**config.mk**
```make
export PLATFORM = sky130hd
export DESIGN_NAME = lamp_fpu_addsub_arb
export DESIGN_NICKNAME = d
export VERILOG_FILES = /design/src/rtl/lamp_fpu_addsub_arb_pkg.sv /design/src/rtl/lamp_fpu_rr_arb.sv /design/src/rtl/lamp_fpu_addsub_arb.sv
export SDC_FILE = /design/constraint.sdc
export NUM_CORES = 1
export LEC_CHECK = 0
export BUFFER_PORTS_ARGS = -buffer_cell sky130_fd_sc_hd__buf_2
export CAP_MARGIN = 5
export CORE_AREA = 2 2 83 85
export CTS_CLUSTER_SIZE = 12
export DETAILED_ROUTE_END_ITERATION = 10
export DIE_AREA = 0 0 85 87
export GPL_ROUTABILITY_DRIVEN = 0
export PLACE_DENSITY = 0.79
export SETUP_SLACK_MARGIN = 0.1
export SLEW_MARGIN = 20
export SYNTH_ARGS = -nofsm -noshare
export SYNTH_HDL_FRONTEND = slang
export SYNTH_SLANG_ARGS = --single-unit
```
**constraint.sdc**
```tcl
create_clock -name clk -period 2.1 [get_ports clk]
set_input_delay 0 -clock clk [delete_from_list [all_inputs] [get_ports clk]]
set_output_delay 0 -clock clk [all_outputs]
set_load 0.02 [all_outputs]
```
**src/rtl/lamp_fpu_addsub_arb_pkg.sv**
```systemverilog
// rtl/lamp_fpu_addsub_arb_pkg.sv - shared types for the bfloat16 add/sub arbiter
package lamp_fpu_addsub_arb_pkg;

    localparam int LAMP_ADDSUB_ARB_MAXREQ = 8;

    typedef logic [15:0] bf16_t;

    typedef struct packed {
        logic       valid;
        logic [2:0] id;
    } addsub_tag_t;

endpackage

```
**src/rtl/lamp_fpu_rr_arb.sv**
```systemverilog
// rtl/lamp_fpu_rr_arb.sv - combinational round-robin grant with registered search pointer
module lamp_fpu_rr_arb #(
    parameter int NUM_REQ = 2,
    localparam int IDW = $clog2(NUM_REQ)
) (
    input  logic               clk,
    input  logic               rst,
    input  logic [NUM_REQ-1:0] req_i,
    output logic [NUM_REQ-1:0] gnt_o,
    output logic [IDW-1:0]     gnt_id_o,
    output logic               gnt_valid_o
);

    logic [IDW-1:0] ptr_q;
    logic           found;

    // (base + k) mod NUM_REQ without a divider; k < NUM_REQ keeps one subtract enough
    function automatic logic [IDW-1:0] rr_idx(input logic [IDW-1:0] base, input int k);
        logic [IDW:0] s;
        s = {1'b0, base} + (IDW+1)'(k);
        if (s >= (IDW+1)'(NUM_REQ)) begin
            s = s - (IDW+1)'(NUM_REQ);
        end
        return s[IDW-1:0];
    endfunction

    always_comb begin
        gnt_o    = '0;
        gnt_id_o = '0;
        found    = 1'b0;
        for (int k = 0; k < NUM_REQ; k++) begin
            if (!found && req_i[rr_idx(ptr_q, k)]) begin
                found                     = 1'b1;
                gnt_id_o                  = rr_idx(ptr_q, k);
                gnt_o[rr_idx(ptr_q, k)]   = 1'b1;
            end
        end
    end

    assign gnt_valid_o = found;

    always_ff @(posedge clk) begin
        if (rst) begin
            ptr_q <= '0;
        end else if (found) begin
            ptr_q <= rr_idx(gnt_id_o, 1);
        end
    end

endmodule

```
**src/rtl/lamp_fpu_addsub_arb.sv**
```systemverilog
// rtl/lamp_fpu_addsub_arb.sv - shares one pipelined bfloat16 add/sub unit among requesters
module lamp_fpu_addsub_arb
    import lamp_fpu_addsub_arb_pkg::*;
#(
    parameter int NUM_REQ = 2,
    parameter int LAT     = 2,
    parameter int MAX_OUT = 2
) (
    input  logic                     clk,
    input  logic                     rst,
    input  logic [NUM_REQ-1:0]       req_valid_i,
    output logic [NUM_REQ-1:0]       req_ready_o,
    input  logic [NUM_REQ-1:0]       req_sub_i,
    input  logic [NUM_REQ-1:0][15:0] req_op1_i,
    input  logic [NUM_REQ-1:0][15:0] req_op2_i,
    output logic                     do_o,
    output logic                     sub_o,
    output bf16_t                    op1_o,
    output bf16_t                    op2_o,
    input  logic                     pipe_valid_i,
    input  bf16_t                    pipe_res_i,
    input  logic                     pipe_ovf_i,
    input  logic                     pipe_unf_i,
    output logic [NUM_REQ-1:0]       resp_valid_o,
    output bf16_t                    resp_res_o,
    output logic                     resp_ovf_o,
    output logic                     resp_unf_o,
    output logic                     err_o
);

    localparam int IDW = $clog2(NUM_REQ);
    localparam int CW  = $clog2(MAX_OUT + 1);

    logic [NUM_REQ-1:0] elig;
    logic [IDW-1:0]     gnt_id;
    logic               accept;

    logic [CW-1:0]      cnt_q [NUM_REQ];
    logic [CW-1:0]      cnt_d [NUM_REQ];

    logic               do_q, sub_q;
    bf16_t              op1_q, op2_q;
    logic [IDW-1:0]     id_q;

    addsub_tag_t        tag_q [LAT];
    addsub_tag_t        tail;
    logic               hit;

    logic [NUM_REQ-1:0] resp_valid_q;
    bf16_t              resp_res_q;
    logic               resp_ovf_q, resp_unf_q;
    logic               err_q;

    // credit masking happens before the arbiter so a full requester is skipped, not stalled on
    always_comb begin
        for (int i = 0; i < NUM_REQ; i++) begin
            elig[i] = req_valid_i[i] && (cnt_q[i] < CW'(MAX_OUT));
        end
    end

    lamp_fpu_rr_arb #(.NUM_REQ(NUM_REQ)) u_rr_arb (
        .clk         (clk),
        .rst         (rst),
        .req_i       (elig),
        .gnt_o       (req_ready_o),
        .gnt_id_o    (gnt_id),
        .gnt_valid_o (accept)
    );

    always_ff @(posedge clk) begin
        if (rst) begin
            do_q  <= 1'b0;
            sub_q <= 1'b0;
            op1_q <= '0;
            op2_q <= '0;
            id_q  <= '0;
        end else begin
            do_q <= accept;
            if (accept) begin
                sub_q <= req_sub_i[gnt_id];
                op1_q <= req_op1_i[gnt_id];
                op2_q <= req_op2_i[gnt_id];
                id_q  <= gnt_id;
            end
        end
    end

    always_ff @(posedge clk) begin
        if (rst) begin
            for (int k = 0; k < LAT; k++) begin
                tag_q[k] <= '0;
            end
        end else begin
            tag_q[0] <= {do_q, 3'(id_q)};
            for (int k = 1; k < LAT; k++) begin
                tag_q[k] <= tag_q[k-1];
            end
        end
    end

    assign tail = tag_q[LAT-1];
    assign hit  = tail.valid && pipe_valid_i;

    // a lost result still returns its credit so the requester cannot deadlock
    always_comb begin
        for (int i = 0; i < NUM_REQ; i++) begin
            case ({accept && (gnt_id == IDW'(i)), tail.valid && (tail.id == 3'(i))})
                2'b10:   cnt_d[i] = cnt_q[i] + 1'b1;
                2'b01:   cnt_d[i] = cnt_q[i] - 1'b1;
                default: cnt_d[i] = cnt_q[i];
            endcase
        end
    end

    always_ff @(posedge clk) begin
        if (rst) begin
            for (int i = 0; i < NUM_REQ; i++) begin
                cnt_q[i] <= '0;
            end
        end else begin
            cnt_q <= cnt_d;
        end
    end

    always_ff @(posedge clk) begin
        if (rst) begin
            resp_valid_q <= '0;
            resp_res_q   <= '0;
            resp_ovf_q   <= 1'b0;
            resp_unf_q   <= 1'b0;
            err_q        <= 1'b0;
        end else begin
            for (int i = 0; i < NUM_REQ; i++) begin
                resp_valid_q[i] <= hit && (tail.id == 3'(i));
            end
            if (hit) begin
                resp_res_q <= pipe_res_i;
                resp_ovf_q <= pipe_ovf_i;
                resp_unf_q <= pipe_unf_i;
            end
            if (pipe_valid_i != tail.valid) begin
                err_q <= 1'b1;
            end
        end
    end

    assign do_o         = do_q;
    assign sub_o        = sub_q;
    assign op1_o        = op1_q;
    assign op2_o        = op2_q;
    assign resp_valid_o = resp_valid_q;
    assign resp_res_o   = resp_res_q;
    assign resp_ovf_o   = resp_ovf_q;
    assign resp_unf_o   = resp_unf_q;
    assign err_o        = err_q;

endmodule

```
==> impl_metrics.py, run 1 <==
metrics = {
    "outcome": {
        "status": "finished clean",
    },
    "sta": {
        "finClkSkew_ns": 0.007549,
        "rsz0062_at_grt": "no",
        "final_max_slew_viol_count": 0,
        "final_min_period_over_clock_period": 0.8922,
        "worst_pin_slew_ns": 0.7226,
        "final_hold_viol_count": 0,
        "max_freq_ghz": 0.5337,
        "min_period_ns": 1.874,
        "slew_headroom": 0.5183,
        "finalSetupViolations": 0,
        "tns_ns": 0,
        "hold-worst-slack_ns": 0.2034,
    },
    "clock_network": {
        "post_cts_buffers": 0,
        "htreeDepth": 3,
        "cts_tree": "built",
        "clockRootBuffer": "clkbuf_8",
        "cts_made_buffers": 9,
        "cts.path.max_buffers": 2,
        "cts_sinks": 65,
        "clk_latency_ns": 0.33,
        "path_clk_slew_ns": 0.07,
    },
    "synth": {
        "synth_seq_cells": 65,
        "yosysUniqueCellTypes": 29,
        "ys.flop_type": "dfxtp_1",
        "netlist_instances": 305,
        "synth_edf_count": 0,
        "syn_area_um2": 2924,
        "syn-mean-instance-area_um2": 9.587,
        "syn-num-nets": 397,
        "synth-async-reset-ratio": 0,
        "yosys_warnings": 0,
        "synth-seq-area-share": 0.4450,
    },
    "floorplanning": {
        "rows": 30,
        "io_pins": 146,
        "initial_core_util": 0.4451,
        "coreArea_um2": 6569,
        "die_h_um": 87,
        "die_w_um": 85,
        "dieArea_um2": 7395,
    },
    "finish": {
        "num_antenna_cells": 0,
        "fin_nets": 616,
        "nFillCells": 497,
        "area_delta_synth_final_pct": 56.74,
        "final_cell_mix": "145 x buf_2, 85 x dlygate4sd3_1, 79 x nand3_1",
        "final_common_cell": "buf_2",
        "drive_above_1_share": 0.3705,
    },
    "worst_setup_path": {
        "arrival_ns": 2.13,
        "endpoint_kind": "flip-flop",
        "cp-start-kind": "flip-flop",
        "required_ns": 2.35,
        "crit_fanout": 3,
        "criticalPathCategory": "reg -> reg",
    },
    "grt": {
        "grt_pass1_vias": 3287,
        "track_usage": 0.2678,
        "antenna_found_initial": 0,
        "grt_pass1_wl_um": 15610,
        "grt_max_degree": 39,
        "gr-total-overflow": 0,
    },
    "run": {
        "drv_cap": 0,
    },
    "route": {
        "wirelength_um": 10100,
        "drc": 0,
        "wl_per_cell_um": 16.59,
        "vias_per_cell": 5.471,
        "drt_iter0_drc": 166,
        "antenna_left": 0,
        "vias": 3332,
        "dr.pass1.iters": 6,
    },
    "pwr": {
        "p_leak_nw": 2.049,
        "powerDensity_nw_per_um2": 709.1,
        "irDropWorstVdd_uv": 469.2,
    },
    "placed_design": {
        "io_buffers": 145,
        "dpl.hpwl_um": 5485,
    },
    "worst_hold_path": {
        "hp-class": "in -> reg",
    },
}
## worst max-delay path, stage by stage, from the launching register on
cell and delay [ns]:
dfxtp_1 0.33, or3b_2 0.49, and2_4 0.18, inv_2 0.05
ha_1 0.24, or3_1 0.37, a21oi_1 0.14
## path summary, 6_finish.rpt
path	slack, ns	depth (start not counted)	start	to
setup / recovery	0.23	6	u_rr_arb.ptr_q	cnt_q[1]
hold / removal	0.20	4	req_valid_i[0]	do_o
setup reg to reg	0.23	6	u_rr_arb.ptr_q	cnt_q[1]
hold reg to reg	0.45	1	tag_q[0][3]	tag_q[0][7]
## layer usage
| metal | track usage | share of wire |
|---|---|---|
| met1 | 0.2986 | 0.38 |
| met2 | 0.4830 | 0.51 |
| met3 | 0.03981 | 0.052 |
| met4 | 0.1573 | 0.058 |
| met5 | 0 | 0 |
## state kept, by name, indices dropped and copies added (netlist names)
signal          cells
op1_o              16
id_q                1
op2_o              16
tag_q               4
resp_unf_o          1
u_rr_arb.ptr_q      1
resp_valid_o        2
sub_o               1
do_o                1
err_o               1
resp_res_o         16
resp_ovf_o          1
cnt_q               4
## cells in the mapped netlist (all sizes together), types with 3 or more instances
master  instances  area (µm²)
nand3          99       595.6
dfxtp          65        1301
a31oi          33       206.5
nor2           22       82.58
buf            18       158.9
mux2i          18       180.2
clkbuf         14       152.6
nor2b           7       43.79
a21oi           5       25.02
ha              3       37.54
nand2           3       11.26
## layout make-up
| cell class | count | area, µm² | share of cell area |
|---|---|---|---|
| clock buffer | 11 | 141.4 | 0.03085 |
| clock inverter | 5 | 55.05 | 0.01201 |
| inverter | 2 | 7.507 | 0.001638 |
| multi-input combinational | 206 | 1314 | 0.2867 |
| sequential | 65 | 1301 | 0.2839 |
| tap | 80 | 100.1 | 0.02184 |
| timing repair buffer | 240 | 1664 | 0.3631 |
## kinds of logic after synthesis
kind of cell / synth area share
muxes: 0.06162
DFF: 0.4450
AOI/OAI and AO/OA: 0.08258
buffers and inverters: 0.1091
and+or+nand+nor: 0.2769
adders and majority gates: 0.01284
xor gates and xnor gates: 0.01198
## power breakdown
part,internal (mW),switching (mW)
Clock,0.577,0.472
Combinational,0.358,0.456
Sequential,1.33,0.0570
Total,2.26,0.985
## timing repair
| action | CTS | global route |
|---|---|---|
| gates resized for setup | 0 | 0 |
| hold endpoints to repair | 52 | 0 |
| hold buffers | 85 | 0 |
## metrics by stage
stage	cell area [µm²]	utilization	instances	power (mW)	setup WS, ns
5_1_grt	4583	0.6977	609	3.388	0.1646
4_1_cts	4583	0.6977	609	3.247	0.2189
3_5_place_dp	3536	0.5383	508	2.081	0.2466
2_1_floorplan	2924	-	305	1.898	0.2464
3_3_place_gp	3536	0.5383	508	2.064	0.2934
6_report	4583	0.6977	609	3.250	0.2263
No activity file was read; power rests on OpenSTA's default activity.
==> run 2, diff against run 1 <==
--- a/config.mk
+++ b/config.mk
@@ -12,6 +12,7 @@
 export DETAILED_ROUTE_END_ITERATION = 10
 export DIE_AREA = 0 0 85 87
 export GPL_ROUTABILITY_DRIVEN = 0
+export HOLD_SLACK_MARGIN = 0.08
 export PLACE_DENSITY = 0.79
 export SETUP_SLACK_MARGIN = 0.1
 export SLEW_MARGIN = 20
==> constraint.sdc (replaced) <==
create_clock -name clk -period 2.1 [get_ports clk]
set_input_delay 0.42 -clock clk [delete_from_list [all_inputs] [get_ports clk]]
set_output_delay 0.42 -clock clk [all_outputs]
set_load 0.02 [all_outputs]
==> run 2 against run 1 <==
  * Clock skew grew 0.0024 ns
  * First-iteration DRC count shrank 25%
  * Register-to-register slack is essentially flat
  * Power shrank 2.5%
  * Cell area shrank 18%
  * Hold slack gained 0.12 ns
  * Final cell count shrank 14%
  * Clock power grew 6%
  * Die area is the same
  * Critical endpoint is now req_ready_o[1]
  * Largest power group unchanged
  * Highest routed layer unchanged
==> impl_metrics.py, run 2 (same netlist as run 1, synthesis figures left out) <==
metrics = {
    "clock_network": {
        "cts.hold.buffers_added": 0,
        "post_cts_buffers": 0,
        "clk_latency_ns": 0.33,
        "htreeDepth": 3,
        "path_clk_slew_ns": 0.08,
        "cts-resized-gates": 0,
        "cts_tree": "built",
        "cts_sinks": 65,
        "clockRootBuffer": "clkbuf_8",
        "cts_made_buffers": 9,
        "cts.path.max_buffers": 2,
    },
    "floorplanning": {
        "die_h_um": 87,
        "initial_core_util": 0.4451,
        "io_pins": 146,
        "dieArea_um2": 7395,
        "die_w_um": 85,
        "coreArea_um2": 6569,
        "rows": 30,
    },
    "route": {
        "drc": 0,
        "antenna_left": 0,
        "dr.pass1.iters": 4,
        "vias_per_cell": 5.295,
        "vias": 2780,
        "drt_iter0_drc": 125,
        "wl_per_cell_um": 15.18,
        "wirelength_um": 7972,
    },
    "grt": {
        "grt_max_degree": 35,
        "antenna_found_initial": 0,
        "gr-total-overflow": 0,
        "grt_pass1_vias": 2661,
        "grt_pass1_wl_um": 12420,
        "track_usage": 0.2113,
    },
    "pwr": {
        "irDropWorstVdd_uv": 544.8,
        "power_mw": 3.169,
        "power_frac_comb": 0.213,
        "seqPwrFrac": 0.436,
        "netSwitchingFraction": 0.3044,
        "p_leak_nw": 1.705,
        "internal_power_mw": 2.204,
        "switchingPower_uw": 964.7,
        "p_clk_frac": 0.351,
        "powerDensity_nw_per_um2": 843.3,
    },
    "placed_design": {
        "placed_cell_area_um2": 3543,
        "io_buffers": 145,
        "dpl.hpwl_um": 5470,
        "pre_cts_slack_ns": 0.06960,
    },
    "finish": {
        "area_delta_synth_final_pct": 28.50,
        "nFillCells": 582,
        "fin_area_um2": 3757,
        "final_cell_mix": "145 x buf_2, 79 x nand3_1, 65 x dfxtp_1",
        "drive_above_1_share": 0.4449,
        "fin_nets": 532,
        "num_antenna_cells": 0,
        "final_common_cell": "buf_2",
    },
    "sta": {
        "min_period_ns": 1.890,
        "final_hold_viol_count": 0,
        "finalSetupViolations": 0,
        "final_max_slew_viol_count": 0,
        "slew_headroom": 0.6504,
        "final_min_period_over_clock_period": 0.8998,
        "fin_ws_ns": 0.2105,
        "tns_ns": 0,
        "finClkSkew_ns": 0.009960,
        "rsz0062_at_grt": "no",
        "max_freq_ghz": 0.5292,
        "worst_pin_slew_ns": 0.5245,
    },
    "worst_setup_path": {
        "required_ns": 1.68,
        "slowest_stage": "or3b_2",
        "worst-path-buf-inv": 1,
        "crit_path_cell_trace": "or3b_2 > and2_4 > buf_2",
        "arrival_ns": 1.47,
        "critPathMaxStageDelay_ns": 0.48,
        "crit_fanout": 3,
        "criticalPathCategory": "reg -> out",
        "regToRegSetupSlack_ns": 0.24,
        "path_delay_family": "simple AND/OR/NAND/NOR gates",
        "endpoint_kind": "output port",
        "cp-start-kind": "flip-flop",
    },
    "worst_hold_path": {
        "hp-class": "in -> reg",
    },
    "outcome": {
        "status": "finished clean",
    },
    "run": {
        "drv_cap": 0,
    },
}
## run 2: changes by cell type in the layout (fill, tap and decap cells not counted), sizes merged
cell         before  now
buf             155  156
clkinv            2    1
dlygate4sd3      85    0
inv               2    3
## run 2: worst paths after layout
kind,from,to,cells after the start
min,pipe_res_i[9],resp_res_o[9],3
max reg2reg,u_rr_arb.ptr_q,cnt_q[1],6
max,u_rr_arb.ptr_q,req_ready_o[1],3
min reg2reg,tag_q[0][0],tag_q[0][4],1
## run 2: per-layer routing
layer	track usage	routed length [µm]
met1	0.2547	3413
met4	0.09812	187
met5	0	0
met2	0.3643	3978
met3	0.03981	392
## run 2: area by class of cell
class,instances,area (µm²),area share
clock buffers,11,151.4,0.04029
clock inverters,5,62.56,0.01665
inverters,2,7.507,0.001998
multi-input cells,206,1314,0.3497
flip-flops and latches,65,1301,0.3463
well taps,80,100.1,0.02664
repair buffers,156,820.8,0.2184
## run 2: worst register-to-register path: stages (launching register included)
cell and delay [ns]:
dfxtp_1 0.33, or3b_2 0.48, and2_4 0.18, inv_2 0.05, ha_1 0.25, or3_1 0.38, a21oi_1 0.14
## run 2: per-stage QoR
step                        util  hold WS, ns  instances
after global placement    0.5394       0.4170        509
after detailed placement  0.5394       0.4258        509
after CTS                 0.5720       0.3012        525
final                     0.5720       0.3184        525
after global routing      0.5720       0.3167        525
after floorplan                -       0.4138        305
## run 2: power by group through the flow
stage	Combinational (mW)	Clock, mW	Sequential, mW
floorplan	0.401	0	1.50
global placement	0.659	0	1.41
detailed placement	0.677	0	1.41
CTS	0.680	1.15	1.38
global route	0.733	1.20	1.39
finish	0.674	1.11	1.38
==> run 3, diff against run 2 <==
--- a/config.mk
+++ b/config.mk
@@ -14,6 +14,7 @@
 export GPL_ROUTABILITY_DRIVEN = 0
 export HOLD_SLACK_MARGIN = 0.08
 export PLACE_DENSITY = 0.79
+export RECOVER_POWER = 50
 export SETUP_SLACK_MARGIN = 0.1
 export SLEW_MARGIN = 20
 export SYNTH_ARGS = -nofsm -noshare
==> run 3 against run 2 <==
  * Die area is the same
  * Critical path depth is the same
  * Fmax shrank 1.7%
  * Highest routed layer unchanged
==> impl_metrics.py, run 3 (same netlist as run 1, synthesis figures left out) <==
metrics = {
    "route": {
        "vias": 2785,
        "dr.pass1.iters": 4,
        "drt_iter0_drc": 135,
        "wirelength_um": 8028,
        "antenna_left": 0,
        "vias_per_cell": 5.305,
        "wl_per_cell_um": 15.29,
        "drc": 0,
    },
    "clock_network": {
        "path_clk_slew_ns": 0.08,
        "post_cts_buffers": 0,
        "cts.path.max_buffers": 2,
        "cts_tree": "built",
        "cts_sinks": 65,
        "htreeDepth": 3,
        "cts-resized-gates": 0,
        "clk_latency_ns": 0.34,
        "cts.hold.buffers_added": 0,
        "clockRootBuffer": "clkbuf_8",
        "cts_made_buffers": 9,
    },
    "pwr": {
        "power_mw": 3.157,
        "p_leak_nw": 1.539,
        "powerDensity_nw_per_um2": 856.2,
        "irDropWorstVdd_uv": 505.9,
    },
    "finish": {
        "stdcell_count": 525,
        "final_core_util": 0.5613,
        "fin_area_um2": 3687,
        "area_delta_synth_final_pct": 26.10,
        "fin_nets": 532,
        "final_cell_mix": "105 x buf_2, 79 x nand3_1, 65 x dfxtp_1",
        "final_common_cell": "buf_2",
        "num_antenna_cells": 0,
        "drive_above_1_share": 0.3528,
    },
    "worst_setup_path": {
        "regToRegSetupSlack_ns": 0.19,
        "crit_fanout": 3,
        "criticalPathCategory": "reg -> out",
        "worstReg2RegEnd": "cnt_q[1]",
        "cp-start-kind": "flip-flop",
        "reg2reg_from": "u_rr_arb.ptr_q",
        "arrival_ns": 1.50,
        "endpoint_kind": "output port",
        "r2r_cells": 6,
        "required_ns": 1.68,
    },
    "grt": {
        "met3_usage": 0.03981,
        "grt_util_met1": 0.2547,
        "top_usage_layer": "met2",
        "grt_use_met2": 0.3643,
        "grt_pass1_vias": 2661,
        "gr-total-overflow": 0,
        "antenna_found_initial": 0,
        "track_usage": 0.2113,
        "grt_max_degree": 35,
        "grt_pass1_wl_um": 12420,
    },
    "floorplanning": {
        "coreArea_um2": 6569,
        "dieArea_um2": 7395,
        "rows": 30,
        "io_pins": 146,
        "initial_core_util": 0.4451,
        "die_w_um": 85,
        "die_h_um": 87,
    },
    "placed_design": {
        "dpl.hpwl_um": 5470,
        "placed_cell_area_um2": 3543,
        "placedCellCount": 509,
        "pre_cts_slack_ns": 0.06960,
        "io_buffers": 145,
    },
    "sta": {
        "final_hold_viol_count": 0,
        "hold-worst-slack_ns": 0.3185,
        "final_max_slew_viol_count": 0,
        "max_freq_ghz": 0.5205,
        "worst_pin_slew_ns": 1.056,
        "final_min_period_over_clock_period": 0.9149,
        "fin_ws_ns": 0.1787,
        "finalSetupViolations": 0,
        "tns_ns": 0,
        "rsz0062_at_grt": "no",
        "min_period_ns": 1.921,
        "finClkSkew_ns": 0.01246,
        "slew_headroom": 0.2958,
    },
    "outcome": {
        "status": "finished clean",
    },
    "worst_hold_path": {
        "min_to": "resp_res_o[6]",
        "hold_path_depth": 3,
        "min_from": "pipe_res_i[6]",
        "hp-class": "in -> reg",
    },
    "run": {
        "drv_cap": 0,
    },
}
==> run 3: worst max path at each step <==
stage	startpoint	end	depth (start not counted)
after CTS	u_rr_arb.ptr_q	req_ready_o[1]	3
after detailed placement	req_valid_i[0]	cnt_q[1]	7
after global routing	cnt_q[3]	req_ready_o[1]	3
final	u_rr_arb.ptr_q	req_ready_o[1]	3
after global placement	req_valid_i[0]	cnt_q[1]	7
after floorplan	req_valid_i[0]	cnt_q[1]	7
==> run 3: metal layers <==
| metal | vias up | share of wire |
|---|---|---|
| met5 | - | 0 |
| met1 | 1326 | 0.44 |
| met4 | 0 | 0.021 |
| li1 | 1361 | - |
| met2 | 85 | 0.50 |
| met3 | 13 | 0.045 |
==> run 3: report_power, final <==
group | switching, mW | total (mW) | internal, mW
logic | 0.418 | 0.653 | 0.235
registers | 0.0548 | 1.38 | 1.33
clock network | 0.501 | 1.12 | 0.619
total | 0.974 | 3.16 | 2.18
==> run 3: cell type report <==
type | count | area [µm²]
Clock buffer | 11 | 151.4
Clock inverter | 5 | 62.56
Fill cell | 608 | 2882
Inverter | 2 | 7.507
Multi-Input combinational cell | 206 | 1311
Sequential cell | 65 | 1301
Tap cell | 80 | 100.1
Timing Repair Buffer | 156 | 753.2
==> run 3: critical path: stages, from the launching register on <==
cell	delay, ns
dfxtp_1	0.33
or3b_2	0.48
and2_0	0.19
buf_2	0.17
